**config.mk**
```make
export PLATFORM = sky130hd
export DESIGN_NAME = fetch_control_flat
export DESIGN_NICKNAME = d
export VERILOG_FILES = /design/src/rtl/fetch_control_pkg.sv /design/src/rtl/fetch_control_if.sv /design/src/rtl/fetch_control_hazard_detect.sv /design/src/rtl/fetch_control.sv /design/src/flat_wrapper.sv
export SDC_FILE = /design/constraint.sdc
export NUM_CORES = 1
export LEC_CHECK = 0
export CAP_MARGIN = 20
export CORE_MARGIN = 2
export CORE_UTILIZATION = 52
export DETAILED_ROUTE_END_ITERATION = 8
export PLACE_DENSITY = 0.85
export SLEW_MARGIN = 20
export SYNTH_ARGS = -nofsm -noshare
export SYNTH_HDL_FRONTEND = slang
export SYNTH_SLANG_ARGS = --single-unit
export TNS_END_PERCENT = 1
```
**constraint.sdc**
```tcl
create_clock -name clk -period 3.6 [get_ports clk]
set_input_delay 0.54 -clock clk [delete_from_list [all_inputs] [get_ports clk]]
set_output_delay 0.54 -clock clk [all_outputs]
set_load 0.02 [all_outputs]
```
**src/rtl/fetch_control_pkg.sv**
```systemverilog
// ============================================================================
// Module   : fetch_control_pkg
// Purpose  : Shared definitions for the fetch-control slice. It holds the FSM
//            state encoding, the bundled pipeline-control struct that IF/ID
//            wrappers take whole, and the hardwired-zero register index.
// Ports    : none (package)
// Revision : 1.0 - initial release
// ============================================================================
`default_nettype none

package fetch_control_pkg;

  // Fetch sequencer states
  typedef enum logic [2:0] {
    RUN      = 3'd0,
    LU_STALL = 3'd1,
    MEM_WAIT = 3'd2,
    HALTED   = 3'd3,
    FAULT    = 3'd4
  } FetchState;

  // Pipeline control bundle for the PC / IF/ID / ID/EX registers
  typedef struct packed {
    logic if_stall;
    logic ifid_hold;
    logic ifid_flush;
    logic idex_bubble;
  } FetchCtl;

  // Register 0 is hardwired to zero, so a load into it can never create a hazard
  localparam int unsigned HAZ_REG_ZERO = 0;

endpackage

`default_nettype wire

```
**src/rtl/fetch_control_if.sv**
```systemverilog
// ============================================================================
// Module   : fetch_control_if
// Purpose  : Bundles the hazard inputs and the pipeline-control outputs that
//            pass between the pipeline datapath and fetch_control.
// Ports    : master - pipeline side (drives hazard info, reads controls)
//            slave  - fetch_control side (reads hazard info, drives controls)
// Revision : 1.0 - initial release
// ============================================================================
`default_nettype none

interface fetch_control_if #(
  parameter int REG_W = 3,
  parameter int CNT_W = 16
);
  logic             id_valid;
  logic [REG_W-1:0] id_rs;
  logic [REG_W-1:0] id_rt;
  logic             id_uses_rt;
  logic             ex_mem_read;
  logic [REG_W-1:0] ex_rd;
  logic             ex_branch_taken;
  logic             id_jmp;
  logic             id_halt;
  logic             imem_ready;
  logic             if_stall;
  logic             ifid_hold;
  logic             ifid_flush;
  logic             idex_bubble;
  logic             halted;
  logic             fault;
  logic [CNT_W-1:0] stall_cycles;
  logic [CNT_W-1:0] flush_count;

  modport master (
    output id_valid, id_rs, id_rt, id_uses_rt, ex_mem_read, ex_rd,
           ex_branch_taken, id_jmp, id_halt, imem_ready,
    input  if_stall, ifid_hold, ifid_flush, idex_bubble, halted, fault,
           stall_cycles, flush_count
  );

  modport slave (
    input  id_valid, id_rs, id_rt, id_uses_rt, ex_mem_read, ex_rd,
           ex_branch_taken, id_jmp, id_halt, imem_ready,
    output if_stall, ifid_hold, ifid_flush, idex_bubble, halted, fault,
           stall_cycles, flush_count
  );
endinterface

`default_nettype wire

```
**src/rtl/fetch_control_hazard_detect.sv**
```systemverilog
// ============================================================================
// Module   : fetch_control_hazard_detect
// Purpose  : Purely combinational load-use hazard compare between the load in
//            EX and the source registers of the instruction in ID.
// Ports    : ex_mem_read, ex_rd            - EX load and its destination
//            id_valid, id_rs, id_rt,
//            id_uses_rt                    - ID instruction source operands
//            lu                            - load-use hazard present
// Revision : 1.0 - initial release
// ============================================================================
`default_nettype none

module fetch_control_hazard_detect
  import fetch_control_pkg::*;
#(
  parameter int REG_W = 3
) (
  input  wire logic             ex_mem_read,
  input  wire logic [REG_W-1:0] ex_rd,
  input  wire logic             id_valid,
  input  wire logic [REG_W-1:0] id_rs,
  input  wire logic [REG_W-1:0] id_rt,
  input  wire logic             id_uses_rt,
  output logic                  lu
);

  logic w_rd_nonzero;
  logic w_src_match;

  assign w_rd_nonzero = (ex_rd != REG_W'(HAZ_REG_ZERO));
  // rt only matters when the ID instruction actually reads it
  assign w_src_match  = (ex_rd == id_rs) | (id_uses_rt & (ex_rd == id_rt));
  assign lu           = ex_mem_read & id_valid & w_rd_nonzero & w_src_match;

endmodule

`default_nettype wire

```
**src/rtl/fetch_control.sv**
```systemverilog
// ============================================================================
// Module   : fetch_control
// Purpose  : Sequences the instruction-fetch stage. Produces PC stall, IF/ID
//            hold/flush and ID/EX bubble controls for load-use hazards, taken
//            branches, jumps, imem wait states and HALT; counts stall cycles
//            and flushes (saturating); flags a sticky imem-timeout fault.
// Ports    : clk  - system clock, rising edge
//            rst  - asynchronous active-high reset
//            bus  - fetch_control_if.slave (hazard inputs, control outputs,
//                   halted/fault status, statistics counters)
// Revision : 1.0 - initial release
// ============================================================================
`default_nettype none

module fetch_control
  import fetch_control_pkg::*;
#(
  parameter int REG_W   = 3,
  parameter int TIMEOUT = 15,
  parameter int CNT_W   = 16
) (
  input wire logic      clk,
  input wire logic      rst,
  fetch_control_if.slave bus
);

  localparam int WAIT_W = (TIMEOUT < 2) ? 1 : $clog2(TIMEOUT + 1);

  FetchState         r_state;
  FetchState         w_next;
  FetchCtl           w_ctl;
  logic              w_halted;
  logic              w_fault;
  logic              w_lu;
  logic              w_wait_last;
  logic [WAIT_W-1:0] r_wait_cnt;
  logic [CNT_W-1:0]  r_stall_cycles;
  logic [CNT_W-1:0]  r_flush_count;

  fetch_control_hazard_detect #(
    .REG_W (REG_W)
  ) u_hazard (
    .ex_mem_read (bus.ex_mem_read),
    .ex_rd       (bus.ex_rd),
    .id_valid    (bus.id_valid),
    .id_rs       (bus.id_rs),
    .id_rt       (bus.id_rt),
    .id_uses_rt  (bus.id_uses_rt),
    .lu          (w_lu)
  );

  // The counter holds the number of not-ready cycles already seen; this cycle
  // being not-ready as well completes TIMEOUT of them.
  assign w_wait_last = (r_wait_cnt >= WAIT_W'(TIMEOUT - 1));

  always_comb begin
    w_ctl    = '0;
    w_next   = r_state;
    w_halted = 1'b0;
    w_fault  = 1'b0;
    unique case (r_state)
      RUN: begin
        if (bus.ex_branch_taken) begin
          w_ctl.ifid_flush  = 1'b1;
          w_ctl.idex_bubble = 1'b1;
        end else if (bus.id_jmp) begin
          w_ctl.ifid_flush  = 1'b1;
        end else if (bus.id_halt) begin
          w_ctl.if_stall    = 1'b1;
          w_ctl.ifid_hold   = 1'b1;
          w_next            = HALTED;
        end else if (w_lu) begin
          w_ctl.if_stall    = 1'b1;
          w_ctl.ifid_hold   = 1'b1;
          w_ctl.idex_bubble = 1'b1;
          w_next            = LU_STALL;
        end else if (!bus.imem_ready) begin
          // IF/ID content is not valid, so it is not held; ID/EX gets a NOP
          w_ctl.if_stall    = 1'b1;
          w_ctl.idex_bubble = 1'b1;
          w_next            = (TIMEOUT <= 1) ? FAULT : MEM_WAIT;
        end
      end
      LU_STALL: begin
        // The bubble is already in EX; release the pipeline next cycle
        if (bus.ex_branch_taken) begin
          w_ctl.ifid_flush  = 1'b1;
          w_ctl.idex_bubble = 1'b1;
        end
        w_next = RUN;
      end
      MEM_WAIT: begin
        if (bus.ex_branch_taken) begin
          w_ctl.ifid_flush = 1'b1;
        end
        if (bus.imem_ready) begin
          w_next = RUN;
        end else begin
          w_ctl.if_stall    = 1'b1;
          w_ctl.idex_bubble = 1'b1;
          w_next            = w_wait_last ? FAULT : MEM_WAIT;
        end
      end
      HALTED: begin
        w_ctl.if_stall  = 1'b1;
        w_ctl.ifid_hold = 1'b1;
        w_halted        = 1'b1;
      end
      FAULT: begin
        w_ctl.if_stall  = 1'b1;
        w_ctl.ifid_hold = 1'b1;
        w_halted        = 1'b1;
        w_fault         = 1'b1;
      end
      default: begin
        w_next = RUN;
      end
    endcase
  end

  always_ff @(posedge clk or posedge rst) begin
    if (rst) begin
      r_state        <= RUN;
      r_wait_cnt     <= '0;
      r_stall_cycles <= '0;
      r_flush_count  <= '0;
    end else begin
      r_state <= w_next;

      if (w_next != MEM_WAIT) begin
        r_wait_cnt <= '0;
      end else if (r_state != MEM_WAIT) begin
        r_wait_cnt <= WAIT_W'(1);
      end else begin
        r_wait_cnt <= r_wait_cnt + WAIT_W'(1);
      end

      if (w_ctl.if_stall && (r_stall_cycles != '1)) begin
        r_stall_cycles <= r_stall_cycles + CNT_W'(1);
      end
      if (w_ctl.ifid_flush && (r_flush_count != '1)) begin
        r_flush_count <= r_flush_count + CNT_W'(1);
      end
    end
  end

  // Controls are forced low while reset is held, independent of inputs
  assign bus.if_stall     = w_ctl.if_stall    & ~rst;
  assign bus.ifid_hold    = w_ctl.ifid_hold   & ~rst;
  assign bus.ifid_flush   = w_ctl.ifid_flush  & ~rst;
  assign bus.idex_bubble  = w_ctl.idex_bubble & ~rst;
  assign bus.halted       = w_halted          & ~rst;
  assign bus.fault        = w_fault           & ~rst;
  assign bus.stall_cycles = r_stall_cycles;
  assign bus.flush_count  = r_flush_count;

endmodule

`default_nettype wire

```
**src/flat_wrapper.sv**
```systemverilog
// flat-port wrapper written by rule: the top's interface ports become plain ports
module fetch_control_flat import fetch_control_pkg::*;
#(
  parameter int REG_W   = 3,
  parameter int TIMEOUT = 15,
  parameter int CNT_W   = 16
)
  (clk, rst, bus_id_valid, bus_id_rs, bus_id_rt, bus_id_uses_rt, bus_ex_mem_read, bus_ex_rd, bus_ex_branch_taken, bus_id_jmp, bus_id_halt, bus_imem_ready, bus_if_stall, bus_ifid_hold, bus_ifid_flush, bus_idex_bubble, bus_halted, bus_fault, bus_stall_cycles, bus_flush_count);
  fetch_control_if #(.REG_W(REG_W), .CNT_W(CNT_W)) bus_i ();
  input wire logic clk;
  input wire logic rst;
  input wire logic [$bits(bus_i.id_valid)-1:0] bus_id_valid;
  input wire logic [$bits(bus_i.id_rs)-1:0] bus_id_rs;
  input wire logic [$bits(bus_i.id_rt)-1:0] bus_id_rt;
  input wire logic [$bits(bus_i.id_uses_rt)-1:0] bus_id_uses_rt;
  input wire logic [$bits(bus_i.ex_mem_read)-1:0] bus_ex_mem_read;
  input wire logic [$bits(bus_i.ex_rd)-1:0] bus_ex_rd;
  input wire logic [$bits(bus_i.ex_branch_taken)-1:0] bus_ex_branch_taken;
  input wire logic [$bits(bus_i.id_jmp)-1:0] bus_id_jmp;
  input wire logic [$bits(bus_i.id_halt)-1:0] bus_id_halt;
  input wire logic [$bits(bus_i.imem_ready)-1:0] bus_imem_ready;
  output wire logic [$bits(bus_i.if_stall)-1:0] bus_if_stall;
  output wire logic [$bits(bus_i.ifid_hold)-1:0] bus_ifid_hold;
  output wire logic [$bits(bus_i.ifid_flush)-1:0] bus_ifid_flush;
  output wire logic [$bits(bus_i.idex_bubble)-1:0] bus_idex_bubble;
  output wire logic [$bits(bus_i.halted)-1:0] bus_halted;
  output wire logic [$bits(bus_i.fault)-1:0] bus_fault;
  output wire logic [$bits(bus_i.stall_cycles)-1:0] bus_stall_cycles;
  output wire logic [$bits(bus_i.flush_count)-1:0] bus_flush_count;
  assign bus_i.id_valid = bus_id_valid;
  assign bus_i.id_rs = bus_id_rs;
  assign bus_i.id_rt = bus_id_rt;
  assign bus_i.id_uses_rt = bus_id_uses_rt;
  assign bus_i.ex_mem_read = bus_ex_mem_read;
  assign bus_i.ex_rd = bus_ex_rd;
  assign bus_i.ex_branch_taken = bus_ex_branch_taken;
  assign bus_i.id_jmp = bus_id_jmp;
  assign bus_i.id_halt = bus_id_halt;
  assign bus_i.imem_ready = bus_imem_ready;
  assign bus_if_stall = bus_i.if_stall;
  assign bus_ifid_hold = bus_i.ifid_hold;
  assign bus_ifid_flush = bus_i.ifid_flush;
  assign bus_idex_bubble = bus_i.idex_bubble;
  assign bus_halted = bus_i.halted;
  assign bus_fault = bus_i.fault;
  assign bus_stall_cycles = bus_i.stall_cycles;
  assign bus_flush_count = bus_i.flush_count;
  fetch_control #(.REG_W(REG_W), .TIMEOUT(TIMEOUT), .CNT_W(CNT_W)) u_core (.clk(clk), .rst(rst), .bus(bus_i));
endmodule
```
==> results.sh, run 1 <==
export IMPL_synth_edff_count=0
export IMPL_crit_fanout=5
export IMPL_worst_setup_path_start_kind="primary input"
export IMPL_dp_hpwl_mm=3.39
export IMPL_power_share_clock_pct=19.8
export IMPL_post_drt_wl_per_cell_um=14.4
export IMPL_die_area_um2=4640
export IMPL_clock_skew_ns=0.00983
export IMPL_p_seq_share_pct=44.0
export IMPL_cts_buffers=5
export IMPL_grt_max_degree=40
export IMPL_outcome="finished clean"
export IMPL_clock_sinks=39
export IMPL_layout_common_cells="clkdlybuf4s50_1, dfrtp_1, xnor2_1"
export IMPL_final_core_util_pct=71.2
export IMPL_clk_latency_ns=0.29
export IMPL_final_hold_viol_count=0
export IMPL_synth_top_area_share_pct=45.7
export IMPL_worst_pin_slew_ns=0.524
export IMPL_swShare_pct=36.1
export IMPL_path_cells="clkdlybuf4s50_1, xnor2_1, nand4_1, a21oi_1, o21bai_1, a21oi_1, clkdlybuf4s50_1"
export IMPL_die_w_um=68.1
export IMPL_crit_type="primary input to output pin"
export IMPL_slowest_stage="clkdlybuf4s50_1"
export IMPL_syn_inst=208
export IMPL_irDropWorstVdd_mv=0.348
export IMPL_via_per_inst=5.51
export IMPL_power_density_nw_per_um2=526
export IMPL_grt_pass1_vias=1721
export IMPL_path_clk_slew_ns=0.07
export IMPL_grt_overflow=0
export IMPL_setup_viol=0
export IMPL_period_share_pct=90.7
export IMPL_slew_headroom_pct=64.9
export IMPL_cts_root_buf="clkbuf_8"
export IMPL_syn_area_um2=2140
export IMPL_maxCapViolCount=0
export IMPL_drive_gt1_share_pct=8.58
export IMPL_synth_area_leaders="dfrtp_1, xnor2_1, xor2_1"
export IMPL_final_common_cell="clkdlybuf4s50_1"
export IMPL_core_area_um2=3970
export IMPL_num_antenna_cells=0
export IMPL_synth_nets=230
export IMPL_synth_warnings=0
export IMPL_first_pass_iters=4
export IMPL_crit_arrival_ns=2.73
export IMPL_fmax_ghz=0.306
export IMPL_setup_tns_ns=0
export IMPL_slew_viol_final=0
export IMPL_cts_tree="done"
export IMPL_ios=56
export IMPL_synthArstFlopShare_pct=100
export IMPL_power_mw=1.49
export IMPL_switchingPower_mw=0.536
export IMPL_yosysSeqAreaShare_pct=45.7
export IMPL_holdBufCountCts=0
export IMPL_num_rows=23
export IMPL_grt_pass1_wl_mm=7.51
export IMPL_ys_ff_latch=39
export IMPL_route_detailed_drc=0
export IMPL_wl_mm=4.59
export IMPL_vias=1752
export IMPL_synth_top_area_cell="dfrtp_1"
export IMPL_synthFlopType="dfrtp_1"
export IMPL_leakage_nw=1.17
export IMPL_comb_power_share_pct=36.2
export IMPL_synth_cell_types=41
export IMPL_start_util_pct=53.8
export IMPL_end_kind="output pin"
export IMPL_port_buffers=55
export IMPL_finalHoldWorstSlack_ns=0.486
export IMPL_htree_levels=2
export IMPL_critical_path_max_stage_delay_ns=0.63
export IMPL_intPower_mw=0.951
export IMPL_fillCellCount=292
export IMPL_antenna_found_initial=0
export IMPL_syn_to_final_growth_pct=32.4
export IMPL_post_synth_cell_area_avg_um2=10.3
export IMPL_period_minus_slack_ns=3.27
export IMPL_die_y_um=68.1
export IMPL_rsz0062_at_grt="false"
export IMPL_cp_required_ns=3.06
export IMPL_fin_nets=290
export IMPL_clockBufferDepth=2
export IMPL_ant_nets=0
export IMPL_gp_congestion=0.809
export IMPL_grt_use_total_pct=21.6
export IMPL_drt_initial_drc_count=57
export IMPL_hold_path_class="flip-flop to flip-flop"
-- power groups by stage --
stage / Clock, mW / Sequential, mW / Combinational, mW
6_report: 0.294 / 0.655 / 0.539
5_1_grt: 0.318 / 0.672 / 0.586
4_1_cts: 0.300 / 0.654 / 0.546
3_5_place_dp: 0 / 0.662 / 0.544
3_3_place_gp: 0 / 0.661 / 0.532
2_1_floorplan: 0 / 0.731 / 0.220
-- registers in the layout, indices dropped and copies added, names as in the netlist --
signal	cells
u_core.r_wait_cnt	4
u_core.r_state	3
u_core.bus.stall_cycles	16
u_core.bus.flush_count	16
-- metrics by stage --
stage	setup WS (ns)	cell area (um^2)	std cells
floorplan	1.07	2140	208
global placement	0.262	2740	311
detailed placement	0.227	2740	311
CTS	0.207	2830	318
global route	0.127	2830	318
finish	0.335	2830	318
-- metal layers --
layer	up-vias	GRT usage, %	share of wire (%)
met5	-	0	0
met4	0	9.25	1.7
met3	9	4.28	5.4
met2	39	36.0	49
met1	845	27.4	44
li1	859	-	-
-- repair_timing --
| action | in CTS | in global routing |
|---|---|---|
| endpoints found under the setup margin | 0 | 1 |
| setup buffers | 0 | 0 |
| resized for setup | 0 | 1 |
-- cells by family after synthesis --
| group | share of synthesized area (%) |
|---|---|
| AOI/OAI and AO/OA | 8.43 |
| xor gates and xnor gates | 14.3 |
| adders and majority gates | 2.34 |
| buffers and inverters | 2.46 |
| DFF | 45.7 |
| muxes | 2.58 |
| and+or+nand+nor | 24.2 |
-- Yosys cell counts (3+ instances only) --
| master | number |
|---|---|
| o21ai_0 | 4 |
| nor3_1 | 4 |
| nor4b_1 | 3 |
| nor2b_1 | 4 |
| dfrtp_1 | 39 |
| ha_1 | 4 |
| nand2_1 | 17 |
| nand3_1 | 14 |
| mux2_2 | 4 |
| xor2_1 | 15 |
| and3_1 | 3 |
| and4_1 | 3 |
| inv_1 | 3 |
| a21oi_1 | 8 |
| nand2b_1 | 3 |
| nor2_1 | 17 |
| nor4_1 | 6 |
| nand4_1 | 8 |
| buf_2 | 3 |
| xnor2_1 | 20 |
-- worst max-delay path, delay by kind of cell --
kind	cells	cell delay, ns
AOI/OAI and AO/OA	3	0.65
and+or+nand+nor	1	0.19
buffers and inverters	2	1.19
xor gates and xnor gates	1	0.15
-- final timing paths --
path	startpoint	endpoint	slack [ns]	cells past startpoint
worst max-delay path	bus_ex_rd[2]	bus_if_stall	0.33	7
worst min-delay path	u_core.bus.stall_cycles[11]	u_core.bus.stall_cycles[11]	0.49	1
worst max register to register	u_core.r_state[2]	u_core.bus.stall_cycles[1]	1.33	7
worst min register to register	u_core.bus.stall_cycles[11]	u_core.bus.stall_cycles[11]	0.49	1
max in group asynchronous	rst	u_core.bus.stall_cycles[6]	2.44	3
min in group asynchronous	rst	u_core.r_state[2]	0.81	3
-- cell type report --
type | instances | area [um^2] | area share (%)
multi-input combinational | 160 | 1110 | 39.2
sequential | 39 | 976 | 34.5
timing repair buffer | 59 | 583 | 20.6
clock buffer | 6 | 82.6 | 2.92
tap | 50 | 62.6 | 2.21
inverter | 3 | 11.3 | 0.398
clock inverter | 1 | 5.00 | 0.177
Power figures use the tool's default switching activity.
==> inputs of run 2 (changes only) <==
CTS_CLUSTER_SIZE = 12   (was unset)
==> results of run 2 <==
Final layout, timing and power as in run 1 (identical DEF).
==> inputs of run 3 (changes only) <==
ABC_AREA = 1   (was unset)
CORE_MARGIN = unset   (was 2)
CORE_UTILIZATION = 55   (was 52)
PLACE_DENSITY = 0.86   (was 0.85)
SLEW_MARGIN = unset   (was 20)
==> run 3 against run 2 <==
Die area grew 3.6%. Core utilization grew 2.2 points. Register-to-register slack gained 0.28 ns. Total power grew 5.5%. First-iteration DRC count grew to 3.4 times the previous value. Wire length grew 18%. Largest cell class unchanged. Largest power group unchanged.
==> results.sh, run 3 <==
export IMPL_synth_commonest_cells="nand2_1, dfrtp_1, inv_1"
export IMPL_final_core_util_pct=73.4
export IMPL_syn_area_um2=2490
export IMPL_clock_sinks=39
export IMPL_cts_tree="done"
export IMPL_synth_nets=367
export IMPL_slowest_stage="clkdlybuf4s50_1"
export IMPL_num_rows=24
export IMPL_post_synth_cell_area_avg_um2=7.22
export IMPL_placed_cell_area_um2=3080
export IMPL_outcome="finished clean"
export IMPL_grt_pass1_vias=2173
export IMPL_slew_viol_final=0
export IMPL_crit_type="primary input to output pin"
export IMPL_die_w_um=69.3
export IMPL_stdcell_count=456
export IMPL_setup_viol=0
export IMPL_crit_buf_inv=3
export IMPL_grt_max_degree=23
export IMPL_grt_use_total_pct=24.1
export IMPL_synthFlopType="dfrtp_1"
export IMPL_switchingPower_mw=0.590
export IMPL_power_density_nw_per_um2=491
export IMPL_cp_required_ns=3.06
export IMPL_critical_path_max_stage_delay_ns=0.64
export IMPL_path_clk_slew_ns=0.08
export IMPL_num_antenna_cells=0
export IMPL_via_per_inst=5.16
export IMPL_dp_hpwl_mm=4.15
export IMPL_maxCapViolCount=0
export IMPL_cpMostUsedCell="nand2_1"
export IMPL_ys_ff_latch=39
export IMPL_drt_initial_drc_count=196
export IMPL_syn_to_final_growth_pct=28.3
export IMPL_period_minus_slack_ns=2.99
export IMPL_syn_inst=345
export IMPL_hp_start="u_core.bus.stall_cycles[15]"
export IMPL_synthArstFlopShare_pct=100
export IMPL_die_area_um2=4800
export IMPL_intPower_mw=0.979
export IMPL_path_cells="clkdlybuf4s50_1, inv_2, nand2_1, nand2_1, nor2_1, nand2_1, nand2_1, nand2_1, nand2_1, nand2_1, a31oi_1, clkdlybuf4s50_1"
export IMPL_grt_pass1_wl_mm=9.47
export IMPL_slew_headroom_pct=53.7
export IMPL_crit_arrival_ns=2.45
export IMPL_clockBufferDepth=2
export IMPL_cts_buffers=5
export IMPL_end_kind="output pin"
export IMPL_postCtsSetupBuffers=0
export IMPL_p_seq_share_pct=38.7
export IMPL_synth_warnings=0
export IMPL_port_buffers=55
export IMPL_reg2reg_to="u_core.bus.flush_count[1]"
export IMPL_ant_nets=0
export IMPL_first_pass_iters=4
export IMPL_power_mw=1.57
export IMPL_worstReg2RegStart="u_core.bus.flush_count[0]"
export IMPL_core_area_um2=4350
export IMPL_period_share_pct=83.0
export IMPL_irDropWorstVdd_mv=0.252
export IMPL_cts_root_buf="clkbuf_8"
export IMPL_gp_congestion=0.861
export IMPL_synth_area_leaders="dfrtp_1, nand2_1, nand3_1"
export IMPL_synth_top_area_share_pct=39.2
export IMPL_drive_gt1_share_pct=5.69
export IMPL_clock_skew_ns=0.00888
export IMPL_synth_cell_types=31
export IMPL_worst_pin_slew_ns=0.694
export IMPL_rsz0062_at_grt="false"
export IMPL_vias=2352
export IMPL_final_common_cell="nand2_1"
export IMPL_fmax_ghz=0.335
export IMPL_clk_latency_ns=0.29
export IMPL_wl_mm=5.40
export IMPL_synth_top_area_cell="dfrtp_1"
export IMPL_reg2reg_slack_ns=1.61
export IMPL_fin_nets=425
export IMPL_synth_most_common_cell="nand2_1"
export IMPL_cts_resized=0
export IMPL_antenna_found_initial=0
export IMPL_synth_edff_count=0
export IMPL_worst_r2r_path_depth=8
export IMPL_worst_setup_path_start_kind="primary input"
export IMPL_min_to="u_core.bus.stall_cycles[15]"
export IMPL_die_y_um=69.3
export IMPL_swShare_pct=37.6
export IMPL_hold_path_class="flip-flop to flip-flop"
export IMPL_post_drt_wl_per_cell_um=11.8
export IMPL_critPathTopFamily="buffers and inverters"
export IMPL_post_place_cells=448
export IMPL_setup_tns_ns=0
export IMPL_yosysSeqAreaShare_pct=39.2
export IMPL_route_detailed_drc=0
export IMPL_crit_fanout=3
export IMPL_final_hold_viol_count=0
export IMPL_worst_slack_ns=0.611
export IMPL_ios=56
export IMPL_comb_power_share_pct=37.8
export IMPL_holdPathStages=2
export IMPL_fin_area_um2=3200
export IMPL_start_util_pct=57.2
export IMPL_holdBufCountCts=0
export IMPL_htree_levels=2
export IMPL_leakage_nw=1.58
export IMPL_post_place_ws_ns=0.610
export IMPL_finalHoldWorstSlack_ns=0.557
export IMPL_grt_overflow=0
export IMPL_power_share_clock_pct=23.5
export IMPL_layout_common_cells="nand2_1, clkdlybuf4s50_1, dfrtp_1"
==> run 3: cell count changes in the layout (fill, tap and decap cells not counted), sizes merged, moves of 5 or more <==
| cell | previous run | this run |
|---|---|---|
| nand2 | 17 | 121 |
| inv | 3 | 41 |
| nand3 | 14 | 36 |
| nor2 | 18 | 30 |
| xnor2 | 20 | 10 |
| o21ai | 4 | 10 |
| nor3 | 4 | 9 |
==> run 3: kinds of logic after synthesis <==
family	after synthesis	share of synthesized area [%]
xor gates and xnor gates	29	10.2
adders and majority gates	4	2.01
AOI/OAI and AO/OA	19	4.22
buffers and inverters	46	7.58
DFF	39	39.2
and+or+nand+nor	208	36.8
==> run 3: worst register-to-register path, stage by stage (launching register included) <==
cell and delay (ns):
dfrtp_1 0.41, ha_1 0.24, nand3_1 0.15, inv_1 0.14, nand4_1 0.10, nand2_1 0.38
inv_2 0.25, nand2_1 0.11, o21ai_0 0.09
==> run 3: cell type report <==
cell class,count,area (um^2)
timing repair buffer,56,558
multi-input combinational,260,1330
clock buffer,6,82.6
clock inverter,2,35.0
inverter,41,154
fill,347,1160
tap,52,65.1
sequential,39,976
==> run 3: worst max path at each step <==
stage / startpoint / end / slack, ns / cells after the start
CTS: bus_ex_rd[0] / bus_if_stall / 0.60 / 12
finish: bus_ex_rd[0] / bus_if_stall / 0.61 / 12
detailed placement: bus_ex_rd[0] / bus_if_stall / 0.61 / 12
global route: bus_ex_rd[0] / bus_if_stall / 0.41 / 12
floorplan: bus_id_jmp / bus_if_stall / 1.58 / 4
global placement: bus_ex_rd[0] / bus_idex_bubble / 0.65 / 14
==> run 3: layer usage <==
metal | up-vias | share of wire (%) | global-route usage [%]
li1 | 1208 | - | -
met5 | - | 0 | 0
met4 | 0 | 0.98 | 7.26
met3 | 5 | 3.8 | 3.78
met1 | 1089 | 45 | 30.8
met2 | 50 | 51 | 42.0
==> run 3: power groups by stage <==
stage | combinational [mW] | clock [mW] | sequential [mW]
finish | 0.592 | 0.369 | 0.608
global route | 0.657 | 0.392 | 0.623
CTS | 0.595 | 0.375 | 0.608
floorplan | 0.304 | 0 | 0.675
global placement | 0.573 | 0 | 0.613
detailed placement | 0.594 | 0 | 0.614
